[src/rtl/mult_wb_arbiter.sv]
// Writeback merge of the ALU and the pipelined multiplier onto one
// register-file write port. Multiply results that lose arbitration are held
// in an in-order FIFO; the stage also reports RAW hazards against queued
// multiply destinations and stalls multiply issue before the FIFO can overrun.
module mult_wb_arbiter #(
   parameter int DEPTH        = 8,
   parameter int MULT_LATENCY = 5
) (
   input  logic        clk,
   input  logic        reset,
   input  logic        alu_valid_i,
   input  logic        alu_rd_wr_en_i,
   input  logic [4:0]  alu_rd_addr_i,
   input  logic [63:0] alu_res_i,
   input  logic        mult_valid_i,
   input  logic        mult_rd_wr_en_i,
   input  logic [4:0]  mult_rd_addr_i,
   input  logic [63:0] mult_res_i,
   input  logic [4:0]  rs1_addr_i,
   input  logic [4:0]  rs2_addr_i,
   output logic        rf_wr_en_o,
   output logic [4:0]  rf_wr_addr_o,
   output logic [63:0] rf_wr_data_o,
   output logic        mult_stall_o,
   output logic        raw_hazard_o,
   output logic        overflow_err_o
);

   localparam int AW = $clog2(DEPTH);
   localparam int CW = AW + 1;

   logic [DEPTH-1:0][4:0]  fifo_rd_q;
   logic [DEPTH-1:0][63:0] fifo_data_q;
   logic [AW-1:0]          wr_ptr_q, rd_ptr_q;
   logic [CW-1:0]          cnt_q, cnt_d;
   logic                   ovf_q;

   logic                   alu_req, mul_req, fifo_ne, fifo_full;
   logic                   sel_v, sel_fifo, sel_byp;
   logic [4:0]             sel_addr;
   logic [63:0]            sel_data;
   logic                   push_req, push, pop, drop;
   logic [DEPTH-1:0]       hit;

   // x0 writes are architecturally void, so they never compete for the port
   assign alu_req   = alu_valid_i & alu_rd_wr_en_i & (alu_rd_addr_i != 5'd0);
   assign mul_req   = mult_valid_i & mult_rd_wr_en_i & (mult_rd_addr_i != 5'd0);
   assign fifo_ne   = (cnt_q != '0);
   assign fifo_full = (cnt_q == CW'(DEPTH));

   assign sel_fifo  = ~alu_req & fifo_ne;
   assign sel_byp   = ~alu_req & ~fifo_ne & mul_req;
   // A multiply that cannot bypass must queue behind older multiplies
   assign push_req  = mul_req & ~sel_byp;
   assign pop       = sel_fifo;
   // A same-cycle pop frees the slot, so only a pop-less push into full drops
   assign drop      = push_req & fifo_full & ~pop;
   assign push      = push_req & ~drop;
   assign cnt_d     = cnt_q + CW'(push) - CW'(pop);

   // Fixed-priority source select: ALU, then FIFO head, then bypassed multiply
   always_comb begin
      sel_v    = 1'b0;
      sel_addr = alu_rd_addr_i;
      sel_data = alu_res_i;
      if (alu_req) begin
         sel_v = 1'b1;
      end else if (fifo_ne) begin
         sel_v    = 1'b1;
         sel_addr = fifo_rd_q[rd_ptr_q];
         sel_data = fifo_data_q[rd_ptr_q];
      end else if (mul_req) begin
         sel_v    = 1'b1;
         sel_addr = mult_rd_addr_i;
         sel_data = mult_res_i;
      end
   end

   // FIFO payload storage; validity is tracked by the pointers and count only
   always_ff @(posedge clk) begin
      if (push) begin
         fifo_rd_q[wr_ptr_q]   <= mult_rd_addr_i;
         fifo_data_q[wr_ptr_q] <= mult_res_i;
      end
   end

   // FIFO pointers, occupancy and sticky overflow flag
   always_ff @(posedge clk) begin
      if (reset) begin
         wr_ptr_q <= '0;
         rd_ptr_q <= '0;
         cnt_q    <= '0;
         ovf_q    <= 1'b0;
      end else begin
         if (push) wr_ptr_q <= wr_ptr_q + AW'(1);
         if (pop)  rd_ptr_q <= rd_ptr_q + AW'(1);
         cnt_q <= cnt_d;
         if (drop) ovf_q <= 1'b1;
      end
   end

   // Registered write port; address/data hold when nothing is selected
   always_ff @(posedge clk) begin
      if (reset) begin
         rf_wr_en_o   <= 1'b0;
         rf_wr_addr_o <= '0;
         rf_wr_data_o <= '0;
      end else begin
         rf_wr_en_o <= sel_v;
         if (sel_v) begin
            rf_wr_addr_o <= sel_addr;
            rf_wr_data_o <= sel_data;
         end
      end
   end

   // Per-slot hazard match; a slot is live if it lies within count of the head
   for (genvar g = 0; g < DEPTH; g++) begin : g_haz
      logic [AW-1:0] off;
      logic          live;
      assign off    = AW'(g) - rd_ptr_q;
      assign live   = ({1'b0, off} < cnt_q);
      assign hit[g] = live &
                      (((rs1_addr_i != 5'd0) && (fifo_rd_q[g] == rs1_addr_i)) ||
                       ((rs2_addr_i != 5'd0) && (fifo_rd_q[g] == rs2_addr_i)));
   end

   assign raw_hazard_o   = |hit;
   // Leaves room for every multiply already in flight when issue is blocked
   assign mult_stall_o   = (cnt_q >= CW'(DEPTH - MULT_LATENCY));
   assign overflow_err_o = ovf_q;

endmodule

[config.mk]
export PLATFORM = sky130hd
export DESIGN_NAME = mult_wb_arbiter
export DESIGN_NICKNAME = d
export VERILOG_FILES = /design/src/rtl/mult_wb_arbiter.sv
export SDC_FILE = /design/constraint.sdc
export NUM_CORES = 1
export LEC_CHECK = 0
export CAP_MARGIN = 10
export CORE_MARGIN = 2
export CORE_UTILIZATION = 50
export CTS_CLUSTER_SIZE = 25
export DETAILED_ROUTE_END_ITERATION = 6
export MAX_ROUTING_LAYER = met4
export PLACE_DENSITY = 0.82
export SKIP_LAST_GASP = 1
export SLEW_MARGIN = 5
export SYNTH_ARGS = -nofsm -noshare
export SYNTH_HDL_FRONTEND = slang
export SYNTH_SLANG_ARGS = --single-unit
[constraint.sdc]
create_clock -name clk -period 16.2 [get_ports clk]
set_input_delay 3.24 -clock clk [delete_from_list [all_inputs] [get_ports clk]]
set_output_delay 3.24 -clock clk [all_outputs]
set_load 0.01 [all_outputs]
# --- Yosys cells after proc, flatten, opt, wreduce, memory -nomap -nowiden ---
# Index checks and enable logic that the tools add are counted.
op_classes:
  n_mux: 19
  order_cmp: 12
  eq_ne: 17
  n_bitwise: 24
  reduce_logical: 31
  addsub: 12
op_table:
  columns: ["cell", "count"]
  rows:
  - ["$bwmux 512", 1]
  - ["$mux 64", 5]
  - ["$bmux 64 s3", 1]
  - ["$demux 64 s3", 1]
  - ["$eq 5x5->1", 16]
  - ["$bwmux 40", 1]
  - ["$lt 3x4->1", 8]
  - ["$mux 5", 5]
  - ["$reduce_bool 5->1", 4]
  - ["$and 1x1->1", 19]
  - ["$logic_and 1x1->1", 17]
  - ["$bmux 5 s3", 1]
  - ["$demux 5 s3", 1]
  - ["$sub 3x3->3 const A", 4]
  - ["$logic_or 1x1->1", 8]
  - ["$lt 3x4->1 const B", 2]
  - ["$reduce_or 8->1", 1]
  - ["$add 3x1->3 const B", 2]
  - ["$sub 1x3->3 const A", 2]
  - ["$sub 2x3->3 const A", 2]
  - ["$not 1->1", 5]
  - ["$add 4x1->4", 1]
  - ["$eq 4x4->1 const B", 1]
  - ["$ge 4x2->1 const B", 1]
  - ["4 further kinds", 6]
totals:
  output_inout_bits: 73
  input_bits: 154
  word_cells: 138
  regBits: 633

# --- Depth between registers and ports, before layout ---
logic_depth:
  ltp_word: 13
  depth_mapped: 13
  mapped_depth_nobuf: 13

# --- Least setup slack after synthesis ---
# Ideal clock, no wire load.
synth_path:
  kind: "input-to-reg"
  startpoint: "input port alu_rd_addr_i[0]"
  endpoint: "register fifo_data_q[0] (netlist name) (enable)"
  setup_slack_ns: 6.383
  path_stages: 6
  n_path_buf: 0
  t_arrival_ns: 9.236
  required_ns: 15.619
  cell_sequence: "or3_1 > o311a_1 > and3_1 > nor3_4 > nand2b_1 > nor3_1"
synth_via:
  elab_chain_cells: 11
  elab_cells_between_ends: 13
synth_lines:
  columns: ["element", "line", "text"]
  rows:
  - ["start: declaration", "13", "input logic [4:0] alu_rd_addr_i,"]
  - ["$reduce_bool 5->1 *", "46", "assign alu_req = alu_valid_i & alu_rd_wr_en_i & (alu_rd_addr_i != 5'd0);"]
  - ["$and 1x1->1 *", "46", null]
  - ["$not 1->1 *", "51, 52", null]
  - ["$and 1x1->1 (2 in a row)", "52", "assign sel_byp = ~alu_req & ~fifo_ne & mul_req;"]
  - ["$not 1->1", "54", "assign push_req = mul_req & ~sel_byp;"]
  - ["$and 1x1->1", "54", null]
  - ["$and 1x1->1 (2 in a row)", "57", "assign drop = push_req & fifo_full & ~pop;"]
  - ["$not 1->1", "58", "assign push = push_req & ~drop;"]
  - ["$and 1x1->1 *", "58", null]
  - ["end signal: indexed assignment", "83", "fifo_data_q[wr_ptr_q] <= mult_res_i;"]
  - ["end: declaration", "33", "logic [DEPTH-1:0][63:0] fifo_data_q;"]
# Mark *: on every way between the ends. The rest lies on a longest branch, timed or not.
# A chain may end at the register's enable or synchronous reset.

# --- Final worst setup path ---
layout_path:
  startpoint: "input port rs2_addr_i[1]"
  endpoint: "output port raw_hazard_o"
layout_via:
  elab_chain_cells: 5
  elab_cells_between_ends: 34
layout_lines:
  columns: ["element", "line", "text"]
  rows:
  - ["start: declaration", "20", "input logic [4:0] rs2_addr_i,"]
  - ["$eq 5x5->1 or $reduce_bool 5->1 (tied branches)", "125", "((rs2_addr_i != 5'd0) && (fifo_rd_q[g] == rs2_addr_i)));"]
  - ["$logic_and 1x1->1", "125", null]
  - ["$logic_or 1x1->1", "124", "(((rs1_addr_i != 5'd0) && (fifo_rd_q[g] == rs1_addr_i)) ||"]
  - ["$and 1x1->1", "123", "assign hit[g] = live &"]
  - ["$reduce_or 8->1 *", "128", "assign raw_hazard_o = |hit;"]
  - ["end: declaration", "25", "output logic raw_hazard_o,"]
# Marks and branches as above.

==> results.txt <==
Net switching is 28.9% of the power. Subtracting the final worst setup slack from the clock period gives 9.42 ns. In this run the power density over the cells is 149 nW/um2.

The worst setup path is captured at an output port. The logs give 0.869 for the final estimated routing congestion in global placement and 31300 um2 for the final instance area. The total global-route track usage was 23.3%. The maximum clock path buffer count came out at 3. For the half-perimeter wire length of the detailed placement result, the log shows 35000 um. The port buffer count is 226, and the minimum setup slack after placement is 6.75 ns. Once the clock tree was built, the resizer swapped 0 gates to a different size.

The root cell of the clock tree was sky130_fd_sc_hd__clkbuf_16. Per report_power, the sequential group accounts for 41.7% of the total. In this run, CTS created clock tree buffers numbering 60.

The setup TNS is 0 ns. Synthesis produced 1595 cells. After global routing the overflow that remains totals 0. The run gives 3 as the initial antenna violation count.

After layout, the worst path uses 58.1% of the clock period. The final route contains 15114 vias. Area of the die: 54800 um2. The library cell used most frequently in the layout, excluding fill and tap cells, is sky130_fd_sc_hd__edfxtp_1. After detailed placement, the design holds a cell count of 2428.

Setup violations remaining at the end of the flow were counted as 0. Worst max-slew margin expressed relative to the limit: 27.1%. The worst-skew pair later-pin latency was 0.63 ns.

Among all flip-flop cells after synthesis, the most frequent one is sky130_fd_sc_hd__edfxtp_1. For the I/O pin count, the log shows 227. After the last flow step, the layout net total stands at 1978.

Clock transition at the registers of the reported paths: 0.06 ns. The clock tree synthesis step divided the H-tree into 2 levels. Fraction of registers with async set or reset after synthesis: 0%.

The cell with the largest stage delay on the worst path is sky130_fd_sc_hd__clkdlybuf4s50_1. Leaving out filler cells and counting taps, the final layout contains 2544. Yosys mapped a number of flops with a built-in enable equal to 552. Yosys printed 0 warnings. The part of the Yosys area used for sequential elements was 68.7%. The placed cell area is 29200 um2, and the number of flip-flops and latches in the synthesized netlist is 633. Setup repair after global routing left no endpoint under its margin. Along the worst hold path, the cell count comes to 2. The transition at the pin with the smallest max-transition slack was 1.09 ns. In this run the horizontal extent of the chip is 234 um. The floorplan has 84 rows.

The design draws 4.66 mW. Maximum fanout along the worst path: 9. The largest single stage delay on the critical path is 0.68 ns. Measured along the y axis, the die boundary spans 234 um. The initial DRC count is 1412, and the worst clock skew on the final layout is 0.0427 ns. The worst register-to-register path has a depth of 8. The run gives 0 as the number of nets with antenna violations after routing. The logs give 27.7% for the combinational share of power and 0 for the count of max-cap constraint violations. The first detailed-routing pass took 5 iterations. Entering global routing, the biggest net connects 82 pins. The logs give 50.5% for the effective utilization at floorplan and 26500 um2 for the post-synth design cell area.

The path type of the worst setup path is input pin to output port. The tools report the critical path required time as 12.96 ns. TritonCTS built the clock tree. STA classifies the critical path startpoint as an input pin. Yosys mapped the design onto 52 distinct sky130hd cell types.

In the final layout, the share of cells above drive strength 1 is 15.1%. The region available for standard cell placement spans 52400 um2. The routed wire length is 61800 um, and the cts-stage hold buffer count is 0. Data on the critical path arrives at its endpoint at 6.18 ns. The analysis attributes to cell leakage a power of 10.5 nW. The clock network accounts for 30.7% of the total power.

The first global-routing pass estimated 92400 um of wire. The via count of the first global-routing pass is 15298. The run finished with clean final reports.

After clock tree synthesis, the setup repair step added 0 buffers. The final number of hold-violating endpoints is 0, and the max-slew violation count is 0. Across all setup checks in the final design, the least slack found is 6.78 ns. The internal power contribution was 3.31 mW. In this run the power spent charging and discharging nets is 1.35 mW.

The average wire per cell in the routed design is 24.3 um. In the layout the commonest cells are sky130_fd_sc_hd__edfxtp_1, sky130_fd_sc_hd__clkdlybuf4s50_1, sky130_fd_sc_hd__nand2_1. After synthesis, the mean cell area works out to 16.6 um2. The tools report the number of fill cells in the layout as 3715.

For the count of unresolved DRC violations after routing, the log shows 0. The critical path goes through clkdlybuf4s50_1 -> or4_4 -> nor2_8 -> nor4_1 -> a31oi_1 -> o22ai_1 -> nor4_1 -> o211ai_1 -> clkdlybuf4s50_1. Counting every net in the synthesized netlist gives 1771.

IR analysis of the VDD net gives a maximum drop of 120 uV. The maximum clock frequency came out at 0.106 GHz. The worst hold path belongs to the class flop to flop. The tree built by TritonCTS fans out to 633 sinks. The area added between synthesis and finish was 18.0%.

The ratio of routed vias to standard cells was 5.94.
## worst max-delay path, delay by kind of cell
kind / cells / cell delay (ns)
simple gates: 4 / 1.20
compound gates: 3 / 0.53
buf+inv: 2 / 1.19
## cell type report
| cell class | instances | area, um2 | share of cell area (%) |
|---|---|---|---|
| flip-flops and latches | 633 | 18200 | 58.2 |
| multi-input cells | 844 | 7690 | 24.6 |
| repair buffers | 249 | 2430 | 7.78 |
| clock buffers | 82 | 1660 | 5.30 |
| well taps | 688 | 861 | 2.75 |
| clock inverters | 30 | 350 | 1.12 |
| inverters | 14 | 52.6 | 0.168 |
| diodes | 4 | 10.0 | 0.0320 |
## per-layer routing
layer	part of all wire, %	wire (um)	up-vias	track usage [%]
li1	-	-	6623	-
met4	2.7	1660	0	6.98
met1	41	25500	7683	31.5
met3	8.3	5130	111	4.52
met2	48	29400	697	36.1
met5	0	0	-	-
## flip-flops by register name, indices dropped and copies added (netlist names), 3 cells and up
signal / cells
fifo_rd_q: 40
cnt_q: 4
rd_ptr_q: 3
fifo_data_q: 512
rf_wr_data_o: 64
rf_wr_addr_o: 5
wr_ptr_q: 3
## per-stage QoR
stage	util, %	hold WS (ns)
2_1_floorplan	-	0.462
3_3_place_gp	55.8	0.472
3_5_place_dp	55.8	0.495
4_1_cts	59.6	0.502
5_1_grt	59.6	0.543
6_report	59.6	0.507
## power groups by stage
stage	logic, mW	clock network [mW]	registers [mW]
finish	1.29	1.43	1.94
global route	1.41	1.51	1.95
floorplan	0.820	0	1.99
detailed placement	1.29	0	1.97
CTS	1.30	1.45	1.94
global placement	1.26	0	1.97
## logic make-up after synthesis
kind of cell / count (synthesis) / share of synthesized area (%)
flops: 633 / 68.7
simple gates: 352 / 6.14
mux: 207 / 14.3
compound gates: 175 / 4.28
buf+inv: 118 / 2.56
xor+xnor: 88 / 2.91
fa+ha+maj: 22 / 1.07
## cell usage after synthesis, drive strengths merged (13+ instances only)
cell type,n,area (um2)
a211oi,73,553
a21oi,79,395
and3,69,432
buf,54,438
clkbuf,50,188
dfxtp,81,1620
edfxtp,552,16600
ha,21,263
inv,13,48.8
mux2i,69,691
mux4,138,3110
nand2,148,556
nor2,92,362
xnor2,38,333
xor2,50,438
## worst paths after layout
check | to | slack, ns | start
setup reg to reg | fifo_data_q[406] | 11.83 | cnt_q[2]
hold / removal | wr_ptr_q[0] | 0.51 | wr_ptr_q[0]
setup / recovery | raw_hazard_o | 6.78 | rs2_addr_i[1]
hold reg to reg | wr_ptr_q[0] | 0.51 | wr_ptr_q[0]
Note: power is estimated with default switching activity, not from simulation.
